[config.mk]
export PLATFORM = sky130hd
export DESIGN_NAME = operand_fetch_flat
export DESIGN_NICKNAME = d
export VERILOG_FILES = /design/src/rtl/operand_fetch_if.sv /design/src/rtl/operand_fetch.sv /design/src/flat_wrapper.sv
export SDC_FILE = /design/constraint.sdc
export NUM_CORES = 1
export LEC_CHECK = 0
export BUFFER_PORTS_ARGS = -buffer_cell sky130_fd_sc_hd__buf_2
export CORE_MARGIN = 2
export CORE_UTILIZATION = 26
export CTS_BUF_LIST = sky130_fd_sc_hd__clkbuf_16
export DETAILED_ROUTE_END_ITERATION = 8
export GPL_ROUTABILITY_DRIVEN = 0
export GPL_TIMING_DRIVEN = 0
export SYNTH_ARGS = -nofsm -noshare
export SYNTH_HDL_FRONTEND = slang
export SYNTH_SLANG_ARGS = --single-unit
[constraint.sdc]
create_clock -name clk -period 3 [get_ports clk]
set_input_delay 0.15 -clock clk [delete_from_list [all_inputs] [get_ports clk]]
set_output_delay 0.15 -clock clk [all_outputs]
set_load 0.05 [all_outputs]
[src/rtl/operand_fetch_if.sv]
// Request/operand handshake between a fetch requester and operand_fetch.
// The requester (master) issues register selects and consumes the operand
// pair; operand_fetch (slave) accepts requests and presents operands.
interface operand_fetch_if #(
    parameter int DATA_W = 8
);
    logic              req_valid;
    logic              req_ready;
    logic [1:0]        src_sel;
    logic [1:0]        dst_sel;
    logic              single;
    logic [DATA_W-1:0] op_a;
    logic [DATA_W-1:0] op_b;
    logic              op_valid;
    logic              op_ready;

    modport master (
        output req_valid, src_sel, dst_sel, single, op_ready,
        input  req_ready, op_a, op_b, op_valid
    );

    modport slave (
        input  req_valid, src_sel, dst_sel, single, op_ready,
        output req_ready, op_a, op_b, op_valid
    );
endinterface

[src/rtl/operand_fetch.sv]
// Read side of the 4x8 register stack. A request is latched in IDLE, operand
// A (src) and optionally operand B (dst) are read one per cycle over a single
// shared read path with same-cycle write forwarding, and the pair is held in
// DONE until the ALU takes it.
module operand_fetch #(
    parameter int DATA_W = 8
) (
    input  logic              clk,
    input  logic              rst,
    input  logic [DATA_W-1:0] in_R0,
    input  logic [DATA_W-1:0] in_R1,
    input  logic [DATA_W-1:0] in_R2,
    input  logic [DATA_W-1:0] in_R3,
    input  logic              wr_en,
    input  logic [1:0]        wr_sel,
    input  logic [DATA_W-1:0] wr_data,
    operand_fetch_if.slave    bus,
    output logic              busy
);

    typedef enum logic [1:0] {
        IDLE = 2'd0,
        RD_A = 2'd1,
        RD_B = 2'd2,
        DONE = 2'd3
    } state_t;

    state_t            state_r;
    state_t            state_s;
    logic [1:0]        src_r;
    logic [1:0]        dst_r;
    logic              single_r;
    logic [DATA_W-1:0] op_a_r;
    logic [DATA_W-1:0] op_b_r;
    logic [1:0]        rd_sel_s;
    logic [DATA_W-1:0] rd_data_s;

    // Register read with forwarding: a write landing on the same register in
    // this cycle wins over the stale stack contents.
    function automatic logic [DATA_W-1:0] fwd(
        input logic [1:0]        sel,
        input logic              we,
        input logic [1:0]        wsel,
        input logic [DATA_W-1:0] wdata,
        input logic [DATA_W-1:0] r0,
        input logic [DATA_W-1:0] r1,
        input logic [DATA_W-1:0] r2,
        input logic [DATA_W-1:0] r3
    );
        logic [DATA_W-1:0] rd;
        case (sel)
            2'd0:    rd = r0;
            2'd1:    rd = r1;
            2'd2:    rd = r2;
            2'd3:    rd = r3;
            default: rd = r0;
        endcase
        if (we && (wsel == sel)) begin
            return wdata;
        end else begin
            return rd;
        end
    endfunction

    // Shared read path: src select in RD_A (and idle), dst select in RD_B.
    always_comb begin
        rd_sel_s = src_r;
        if (state_r == RD_B) begin
            rd_sel_s = dst_r;
        end else begin
            rd_sel_s = src_r;
        end
        rd_data_s = fwd(rd_sel_s, wr_en, wr_sel, wr_data, in_R0, in_R1, in_R2, in_R3);
    end

    // Next-state decode for the fetch sequence.
    always_comb begin
        state_s = state_r;
        case (state_r)
            IDLE: begin
                if (bus.req_valid) begin
                    state_s = RD_A;
                end else begin
                    state_s = IDLE;
                end
            end
            RD_A: begin
                if (single_r) begin
                    state_s = DONE;
                end else begin
                    state_s = RD_B;
                end
            end
            RD_B: state_s = DONE;
            DONE: begin
                if (bus.op_ready) begin
                    state_s = IDLE;
                end else begin
                    state_s = DONE;
                end
            end
            default: state_s = IDLE;
        endcase
    end

    // State, request latches and operand capture registers.
    always_ff @(posedge clk) begin
        if (rst) begin
            state_r  <= IDLE;
            src_r    <= 2'd0;
            dst_r    <= 2'd0;
            single_r <= 1'b0;
            op_a_r   <= {DATA_W{1'b0}};
            op_b_r   <= {DATA_W{1'b0}};
        end else begin
            state_r <= state_s;
            case (state_r)
                IDLE: begin
                    if (bus.req_valid) begin
                        src_r    <= bus.src_sel;
                        dst_r    <= bus.dst_sel;
                        single_r <= bus.single;
                    end
                end
                RD_A: begin
                    op_a_r <= rd_data_s;
                    if (single_r) begin
                        op_b_r <= {DATA_W{1'b0}};
                    end
                end
                RD_B: op_b_r <= rd_data_s;
                default: ;
            endcase
        end
    end

    assign bus.op_a      = op_a_r;
    assign bus.op_b      = op_b_r;
    assign bus.op_valid  = (state_r == DONE);
    assign bus.req_ready = (state_r == IDLE);
    assign busy          = (state_r != IDLE);

endmodule
[src/flat_wrapper.sv]
// flat-port wrapper written by rule: the top's interface ports become plain ports
module operand_fetch_flat 
#(
    parameter int DATA_W = 8
)
  (clk, rst, in_R0, in_R1, in_R2, in_R3, wr_en, wr_sel, wr_data, busy, bus_req_valid, bus_src_sel, bus_dst_sel, bus_single, bus_op_ready, bus_req_ready, bus_op_a, bus_op_b, bus_op_valid);
  operand_fetch_if #(.DATA_W(DATA_W)) bus_i ();
  input  logic clk;
  input  logic rst;
  input  logic [DATA_W-1:0] in_R0;
  input  logic [DATA_W-1:0] in_R1;
  input  logic [DATA_W-1:0] in_R2;
  input  logic [DATA_W-1:0] in_R3;
  input  logic wr_en;
  input  logic [1:0] wr_sel;
  input  logic [DATA_W-1:0] wr_data;
  output logic busy;
  input wire logic [$bits(bus_i.req_valid)-1:0] bus_req_valid;
  input wire logic [$bits(bus_i.src_sel)-1:0] bus_src_sel;
  input wire logic [$bits(bus_i.dst_sel)-1:0] bus_dst_sel;
  input wire logic [$bits(bus_i.single)-1:0] bus_single;
  input wire logic [$bits(bus_i.op_ready)-1:0] bus_op_ready;
  output wire logic [$bits(bus_i.req_ready)-1:0] bus_req_ready;
  output wire logic [$bits(bus_i.op_a)-1:0] bus_op_a;
  output wire logic [$bits(bus_i.op_b)-1:0] bus_op_b;
  output wire logic [$bits(bus_i.op_valid)-1:0] bus_op_valid;
  assign bus_i.req_valid = bus_req_valid;
  assign bus_i.src_sel = bus_src_sel;
  assign bus_i.dst_sel = bus_dst_sel;
  assign bus_i.single = bus_single;
  assign bus_i.op_ready = bus_op_ready;
  assign bus_req_ready = bus_i.req_ready;
  assign bus_op_a = bus_i.op_a;
  assign bus_op_b = bus_i.op_b;
  assign bus_op_valid = bus_i.op_valid;
  operand_fetch #(.DATA_W(DATA_W)) u_core (.clk(clk), .rst(rst), .in_R0(in_R0), .in_R1(in_R1), .in_R2(in_R2), .in_R3(in_R3), .wr_en(wr_en), .wr_sel(wr_sel), .wr_data(wr_data), .bus(bus_i), .busy(busy));
endmodule
### Yosys cells after proc, flatten, opt, wreduce, memory -nomap -nowiden

Index checks and enable logic that the tools add are counted.

| word-level totals | value |
|---|---|
| bits in registers | 23 |
| bits of input ports | 52 |
| output and inout bits | 19 |
| logic and storage cells | 30 |

| operators by class | value |
|---|---|
| equality and inequality tests | 8 |
| muxes and demuxes | 9 |
| reduce and logical (&&, ||, !) cells | 7 |

Operators by type and width:

| kind | count |
|---|---|
| $pmux 8 s4 | 1 |
| $mux 8 | 2 |
| $pmux 8 s2 | 1 |
| $eq 2x2->1 const B | 4 |
| $pmux 2 s4 | 1 |
| $eq 2x1->1 const B | 2 |
| $logic_not 2->1 | 2 |
| $mux 2 | 2 |
| $reduce_and 2->1 | 2 |
| $reduce_bool 2->1 | 2 |
| $eq 2x2->1 | 1 |
| $mux 1 | 2 |
| $ne 2x1->1 const B | 1 |
| $logic_and 1x1->1 | 1 |

### Longest topological paths before layout

Gate-level depths: netlist (run 1).

| logic depth | value |
|---|---|
| depth in word-level cells | 6 |
| mapped depth | 6 |
| depth with buffers taken out | 5 |

### Worst setup path before layout (run 1)

Ideal clock, no wire load.

| timing | value |
|---|---|
| path kind | reg2reg |
| from | register u_core.state_r[1] |
| to | register u_core.op_b_r[1], in the netlist u_core.bus.op_b[1] |
| data required time | 2.873 ns |
| stages on the path, launching flop included | 6 |
| arrival | 1.934 ns |
| buffers on the path | 0 |
| library setup time | 0.127 ns |
| path slack | 0.939 ns |
| period minus slack after synthesis | 2.061 ns |
| cell sequence | dfxtp_1 -> nor2b_4 -> mux2i_4 -> mux4_2 -> a311oi_1 -> a211oi_1 |

| between the ends | value |
|---|---|
| longest elaborated chain between the ends | 6 |
| elaborated cells between the ends (all ways) | 15 |
| those cells by class | eq/ne (7); mux (4); reduce/logical (4) |

RTL lines:

| element | RTL line | RTL |
|---|---|---|
| from (decl) | operand_fetch.sv:28 | `state_t state_r;` |
| from (signal assigned) | operand_fetch.sv:116 | `state_r <= state_s;` |
| $eq 2x2->1 | operand_fetch.sv:68, operand_fetch.sv:117 |  |
| $mux 2 | operand_fetch.sv:68 | `if (state_r == RD_B) begin` |
| $eq 2x2->1, or another cell as far along | operand_fetch.sv:51 | `case (sel)` |
| $pmux 8 s4 / $logic_and 1x1->1 (equally long branches) | operand_fetch.sv:51, operand_fetch.sv:58 |  |
| $mux 8 | operand_fetch.sv:58 | `if (we && (wsel == sel)) begin` |
| $pmux 8 s2 | operand_fetch.sv:117 | `case (state_r)` |
| to (signal assigned) | operand_fetch.sv:114 | `op_b_r <= {DATA_W{1'b0}};` |
| to (signal assigned) | operand_fetch.sv:128 | `op_b_r <= {DATA_W{1'b0}};` |
| to (signal assigned) | operand_fetch.sv:131 | `RD_B: op_b_r <= rd_data_s;` |
| to (decl) | operand_fetch.sv:34 | `logic [DATA_W-1:0] op_b_r;` |

Several ways; a longest one is shown, not always the timed one.
A chain may end at the register's enable or synchronous reset.

### Final worst setup path (run 1)

| timing | value |
|---|---|
| from | register u_core.state_r[1] |
| to | register u_core.op_a_r[3], in the netlist u_core.bus.op_a[3] |

| between the ends | value |
|---|---|
| longest elaborated chain between the ends | 5 |
| elaborated cells between the ends (all ways) | 11 |
| those cells by class | eq/ne (6); mux (3); reduce/logical (2) |

RTL lines:

| element | RTL line | RTL |
|---|---|---|
| $eq 2x2->1 | operand_fetch.sv:68 |  |
| $mux 2 | operand_fetch.sv:68 |  |
| $eq 2x2->1, or another cell as far along | operand_fetch.sv:51 |  |
| $pmux 8 s4 / $logic_and 1x1->1 (equally long branches) | operand_fetch.sv:51, operand_fetch.sv:58 |  |
| $mux 8 | operand_fetch.sv:58 |  |
| to (signal assigned) | operand_fetch.sv:113 | `op_a_r <= {DATA_W{1'b0}};` |
| to (signal assigned) | operand_fetch.sv:126 | `op_a_r <= rd_data_s;` |
| to (decl) | operand_fetch.sv:33 | `logic [DATA_W-1:0] op_a_r;` |

Several ways; a longest one is shown, not always the timed one.

==> results summary, run 1 <==
The run finished with clean final reports. In the routed layout, each cell is associated on average with a via count of 4.73. The async set-or-reset flop fraction in the synthesized netlist came out at 0. In this run the most used layer during global routing was met2. The sequential cells in the finished layout cover a total of 460 um2. The post-synthesis instance area is 1390 um2.

The post-synth net total is 191. The number of buffers inserted by hold repair at cts came out at 0. The number of unique standard cell types used by synthesis is 30. Among all flip-flop cells after synthesis, the most frequent one is sky130_fd_sc_hd__dfxtp_1. The number of antenna violations at the first check in global routing came to 0. For this run, design rule violations remaining after detail routing come to 0.

The detailed-router iteration count before antenna repair is 4. The required time at the worst-slack endpoint is 3.12 ns. The met1 capacity usage during global routing is 0.159. The max-slew headroom at the worst pin came out at 0.614. The number of nets still failing antenna checks after routing is 0. The critical path is of the flip-flop to flip-flop type. The starting DRC count in detailed routing is 32. The floorplan step set the die height to 77.1 um. The number of nets at the end of the flow is 266. The number of failing setup endpoints in the final timing report is 0. The die is 77.1 um wide.

For this design, the slowest cell found on the critical path is sky130_fd_sc_hd__mux4_1. The portion of synthesized area spent on multiplexers is 0.217. Setup repair after global routing left no endpoint under its margin. At the pin with the least slew margin, the transition time is 0.577 ns. The clock net sink count came out at 23.

The met3 track demand over resource in global routing is 0.0282. The wire length of the first global-routing pass is 5780 um. Synthesis handed over a netlist of 139 instances.

In this run the number of H-tree levels came out at 1. TritonCTS built the clock tree. The number of hold-slack violations in the final timing report is 0. The reported max-cap violation count came out at 0. The filler cells instantiated in the layout total 564.

The highest clock rate is 0.434 GHz. In this run the worst path has a maximum fanout of 10. Leaving out fill and tap cells, the most frequent cells in the layout are sky130_fd_sc_hd__buf_2 (70), sky130_fd_sc_hd__nand2_1 (30), sky130_fd_sc_hd__dfxtp_1 (23), sky130_fd_sc_hd__o211ai_1 (14), sky130_fd_sc_hd__nor2_1 (9). For this run, the slowest stage of the critical path takes 0.65 ns.

The Yosys step of the flow raised 0 warnings. The number of global-route vias before repair came to 1265. The via count came out at 1339.

The number of enable flip-flop cells after synthesis came out at 0. The clock buffer count from CTS is 3. The post-synthesis compound-gate area fraction came to 0.220. The synthesis-to-finish area growth is 37.3%. The total negative setup slack is 0 ns.

The master cell of the clock root buffer is sky130_fd_sc_hd__clkbuf_16. The critical path endpoint category is a flip-flop. The maximum number of pins on one net before global-route repair is 14. The sequential cell area fraction in the yosys report came out at 0.331. In this run the standard cell core region covers 5140 um2. The worst hold path class is input port to flip-flop. The number of antenna diodes in the final layout is 0. Wires add up to 3620 um. The area of the multi-input gates is 870 um2. STA classifies the critical path startpoint as a flip-flop. The die covers 5950 um2.

Subtracting the final worst setup slack from the clock period gives 2.30 ns. Post-CTS timing repair inserted 0 buffers for setup. The initial core utilization came out at 0.270. The number of rows created at floorplan is 26.

The count of buffers added on input and output ports is 70. The estimated wirelength of the detail-placed design is 3000 um. The post-synthesis share of cell area spent on xor and xnor gates is 0.0306. The average wire length per cell after detail routing came out at 12.8 um.

71 I/O pins were placed. The maximum ir drop on the vdd rail came out at 0.216 mV. The fraction of layout instances using a drive strength above 1 is 0.399. The share of the clock period used by the worst path after layout is 0.768. The post-cts repair resize count is 0. For this design the static power due to leakage is 0.809 nW. The completed layout was analyzed and its total power is 0.000953 W.

The maximum clock insertion buffer count came out at 2. The clock latency at the later pin of the worst-skew pair came out at 0.26 ns. The all-layer global routing usage is 0.124.

The arrival time at the worst endpoint is 2.42 ns. Of the total synthesized cell area, the portion taken by full adders, half adders and majority gates is 0. For this run, global-route usage on met2 was measured as 0.198.

After synthesis, the largest family of logic cells by area is compound AO/OA/AOI/OAI gates. The power per cell area is 499 nW/um2. Averaged over all synthesized cells, the footprint is 10.0 um2. After clock tree synthesis, the clock-pin slew on the worst setup and hold paths is 0.06 ns. The count of pins over their slew limit came out at 0. The total global routing overflow is 0.

The area share of and/or/nand/nor cells after synthesis is 0.158. The synthesized flop and latch total came out at 23. Leaving out fill and tap cells, the most frequent cell in the layout is sky130_fd_sc_hd__buf_2. Across the routed clock network, the largest skew measured is 0.00172 ns. Walking the worst path, the cells encountered are nor2b_4, mux2i_4, mux4_1, o311ai_0, o211ai_1.
[per-layer routing]
layer,vias to the layer above,routed length (um)
met2,49,1660
li1,686,-
met5,-,0
met1,599,1620
met3,5,255
met4,0,74
[worst paths after layout]
path | from | slack, ns | end | cells after the start
max | u_core.state_r[1] | 0.70 | u_core.bus.op_a[3] | 5
max reg2reg | u_core.state_r[1] | 0.70 | u_core.bus.op_a[3] | 5
min reg2reg | u_core.bus.op_a[6] | 0.46 | u_core.bus.op_a[6] | 2
min | bus_op_ready | 0.09 | u_core.state_r[1] | 2
[where the power goes]
part	switching, W	internal, W	total [W]	leakage (nW)
Combinational	0.000198	0.000115	0.000312	0.580
Clock	0.000109	0.000179	0.000288	0.0409
Sequential	0.0000190	0.000333	0.000352	0.188
[worst max-delay path, delay by kind of cell, from the launching register on]
kind / cells / cell delay, ns
and+or+nand+nor: 1 / 0.27
AOI/OAI and AO/OA: 2 / 0.33
muxes: 2 / 1.16
DFF: 1 / 0.41
[logic make-up after synthesis]
group,Yosys count
buffers and inverters,11
flip-flops,23
multiplexers,15
AO/OA/AOI/OAI,37
AND/OR/NAND/NOR,49
XOR/XNOR,4
[sequential cells by signal, indices dropped and copies added, names as in the netlist]
register	count
u_core.bus.op_b	8
u_core.single_r	1
u_core.dst_r	2
u_core.state_r	2
u_core.bus.op_a	8
u_core.src_r	2
[stage by stage]
step	util	hold WS (ns)	cells	instance area (um2)	worst slack, ns
6_report	0.371	0.0911	283	1910	0.697
5_1_grt	0.371	0.0938	283	1910	0.525
4_1_cts	0.371	0.0881	283	1910	0.648
3_5_place_dp	0.356	0.362	279	1830	0.655
3_3_place_gp	0.356	0.360	279	1830	0.689
2_1_floorplan	-	0.250	139	1390	0.939
[cell usage after synthesis (3+ instances only)]
cell type,count,area share
sky130_fd_sc_hd__and2_1,3,0.014
sky130_fd_sc_hd__nor2_1,9,0.024
sky130_fd_sc_hd__o311ai_1,8,0.050
sky130_fd_sc_hd__mux4_1,7,0.13
sky130_fd_sc_hd__clkbuf_1,6,0.016
sky130_fd_sc_hd__o311ai_0,6,0.038
sky130_fd_sc_hd__nand2_1,30,0.081
sky130_fd_sc_hd__dfxtp_1,23,0.33
sky130_fd_sc_hd__a211oi_1,4,0.022
sky130_fd_sc_hd__o211ai_1,14,0.076
sky130_fd_sc_hd__mux2i_1,5,0.036
[cell type report]
class	count	area share
Multi-Input combinational cell	105	0.456
Inverter	2	0.00393
Tap cell	70	0.0459
Timing Repair Buffer	70	0.184
Clock buffer	3	0.0393
Clock inverter	1	0.00262
Buffer	9	0.0275
Sequential cell	23	0.241
(Power assumes the default switching activity.)
==> run 2, diff against run 1 <==
clock period = 2.35 ns   (was 3 ns; I/O delays follow)
==> run 2 against run 1 <==
- die area stayed put
- setup slack worse by 0.51 ns
- via count grew 0.45%
- sequential power increased by 28%
- first-iteration DRC count unchanged
- total power up 29%
- final area rose by 1.8%
- flip-flop and latch count stayed put
- largest cell class unchanged
- highest routed layer unchanged
==> results summary, run 2 (same netlist as run 1, synthesis figures left out) <==
The clock skew after layout came to 0.00172 ns (+0.000000860 ns). The maximum ir drop on the vdd rail was 0.276 mV (+28%). The total negative setup slack is 0 ns (unchanged). The average wire length per cell after detail routing came to 12.7 um (-0.64%). The total wirelength of the detailed-routed design came out at 3630 um (+0.41%). The number of antenna violations at the first check in global routing is 0 (unchanged).

The max-slew headroom at the worst pin is 0.614 (about the same). The highest clock rate is 0.462 GHz (+6.4%). The synthesis-to-finish area growth is 39.8%. The estimated wirelength of the detail-placed design came to 3000 um (unchanged).

The clock net sink count is 23 (unchanged). The measured slew at the worst slew-check pin is 0.577 ns (-0.000728 ns). The count of input and output buffers is 70 (unchanged).

The reported max-cap violation count came out at 0 (unchanged). The cell count of the worst hold path came out at 2 (unchanged). The cell area after layout came out at 1940 um2 (+1.8%).

The clock latency at the later pin of the worst-skew pair came out at 0.26 ns (about the same). The via density per instance came out at 4.70 (-0.61%). The internal power consumption is 0.000811 W (+29%). The library cells used most frequently in the layout, excluding fill and tap cells, are sky130_fd_sc_hd__buf_2 (70), sky130_fd_sc_hd__nand2_1 (30), sky130_fd_sc_hd__dfxtp_1 (23), sky130_fd_sc_hd__o211ai_1 (14), sky130_fd_sc_hd__nor2_1 (9). The share of the clock period used by the worst path after layout is 0.921 (+0.153). The clock period minus final worst setup slack came out at 2.16 ns (-0.139 ns). The biggest fanout along the worst timing path came out at 10 (unchanged). The CTS H-tree depth is 1 (unchanged). The maximum number of pins on one net before global-route repair came to 14 (unchanged).

The count of boundary I/O pins came out at 71 (unchanged). The via count is 1345 (+0.45%). The number of failing setup endpoints in the final timing report came out at 0 (unchanged).

The number of hold-slack violations in the final timing report came out at 0 (unchanged). The net switching power figure came out at 0.000417 W (+28%). The total global routing overflow is 0 (unchanged).

The flow ran to the end, and the final reports show no timing, DRC or antenna violations. The startpoint of the lowest-slack register-to-register path is u_core.state_r[1]. The critical path is of the flip-flop to flip-flop type. The required time at the worst-slack endpoint came out at 2.47 ns (-0.65 ns). The count of cells along the worst register-to-register path is 6 (+1). The power per cell area came to 632 nW/um2 (+27%). The number of design rule violations left after detail routing came out at 0 (unchanged). The number of global-route vias before repair came out at 1266 (+0.079%).

The library cell used most frequently in the layout, excluding fill and tap cells, is sky130_fd_sc_hd__buf_2. The placed standard-cell area is 1830 um2 (unchanged). The fraction of layout instances using a drive strength above 1 came out at 0.407 (+0.00835). The die span in y came out at 77.1 um (unchanged). The post-CTS clock slew at the launch and capture registers of the worst setup and hold paths came to 0.06 ns (about the same).

Setup repair after global routing left no endpoint under its margin. The static leakage power came out at 0.828 nW (+2.3%). The starting DRC count in detailed routing came to 32 (unchanged).

The final antenna diode count came out at 0 (unchanged). The initial core utilization was 0.270 (unchanged). The arrival time at the worst endpoint is 2.28 ns (-0.14 ns). TritonCTS built the clock tree. The part of the total power dissipated in the clock network is 0.299 (-0.003). The number of nets still failing antenna checks after routing is 0 (unchanged).

The maximum cell stage delay along the critical path is 0.58 ns (-0.07 ns). The detailed-router iteration count before antenna repair came out at 4 (unchanged). The die boundary width is 77.1 um (unchanged).

The wire length of the first global-routing pass is 5780 um (unchanged). The signal on the critical path passes through nor2b_4, mux2i_4, buf_12, mux4_1, o311ai_0, o211ai_1. The area of the die came out at 5950 um2 (unchanged). STA classifies the critical path endpoint as a flip-flop.

The net switching fraction of the power came out at 0.340 (-0.00157). STA classifies the critical path startpoint as a flip-flop. The critical path starts at u_core.state_r[1]. The combinational power share is 0.334 (+0.006).

The count of pins over their slew limit is 0 (unchanged). The number of buffers inserted by hold repair at cts came out at 0 (unchanged). The all-layer global routing usage is 0.124 (unchanged). The cell sitting at the root of the clock tree is a sky130_fd_sc_hd__clkbuf_16.

The sequential cell fraction of total power is 0.366 (-0.004). The number of nets at the end of the flow came out at 269 (+1.1%). The number of rows created at floorplan came out at 26 (unchanged).

Among all stages on the critical path, the largest delay is contributed by sky130_fd_sc_hd__mux4_1. In this run the most critical hold path is launched from bus_op_ready. The worst hold path class is input port to flip-flop.

The worst setup timing slack at the placement stage came to 0.00495 ns (-0.650 ns). The area of the core region was 5140 um2 (unchanged). The clock buffer count from CTS came out at 3 (unchanged). The fraction of the core area covered by cells at the end of the flow is 0.378 (+0.00682). The maximum clock insertion buffer count is 2 (unchanged). The final worst slack came out at 0.187 ns (-0.511 ns).
run 2: power groups by stage:
stage / logic [W] / registers [W] / clock network [W]
final: 0.000411 / 0.000450 / 0.000367
after CTS: 0.000411 / 0.000450 / 0.000379
after global routing: 0.000443 / 0.000455 / 0.000399
after detailed placement: 0.000403 / 0.000459 / 0
after floorplan: 0.000203 / 0.000543 / 0
after global placement: 0.000398 / 0.000458 / 0
run 2: routing by layer:
layer / part of all wire / GRT usage / vias to the layer above
met5: 0 / 0 / -
met4: 0.020 / 0.0536 / 0
met3: 0.071 / 0.0282 / 5
met2: 0.46 / 0.198 / 51
met1: 0.45 / 0.159 / 597
li1: - / - / 692
run 2: final cells by class:
type	count	area, um2
fillers	562	3200
multi-input cells	105	870
flip-flops and latches	23	460
repair buffers	73	385
well taps	70	87.6
clock buffers	3	75.1
plain buffers	9	52.6
inverters	2	7.51
clock inverters	1	5.00
run 2: worst max-delay path, delay by kind of cell, from the launching register on:
family / cells / cell delay [ns]
AO/OA/AOI/OAI: 2 / 0.33
buffers and inverters: 1 / 0.16
flip-flops: 1 / 0.41
multiplexers: 2 / 0.85
AND/OR/NAND/NOR: 1 / 0.27
run 2: through the flow:
step | instances | hold slack [ns] | power [W]
2_1_floorplan | 139 | 0.217 | 0.000746
3_3_place_gp | 279 | 0.327 | 0.000856
3_5_place_dp | 279 | 0.330 | 0.000862
4_1_cts | 284 | 0.0556 | 0.00124
5_1_grt | 286 | 0.0613 | 0.00130
6_report | 286 | 0.0585 | 0.00123
run 2: worst paths after layout:
path	end	slack, ns
worst min-delay path	u_core.state_r[1]	0.06
worst max register to register	u_core.bus.op_a[3]	0.19
worst max-delay path	u_core.bus.op_a[3]	0.19
worst min register to register	u_core.bus.op_a[6]	0.46
run 2: repair_timing:
item	CTS	global route
endpoints found under the setup margin	1	3
hold endpoints to repair	0	0
setup buffers	1	2
gates resized for setup	0	0
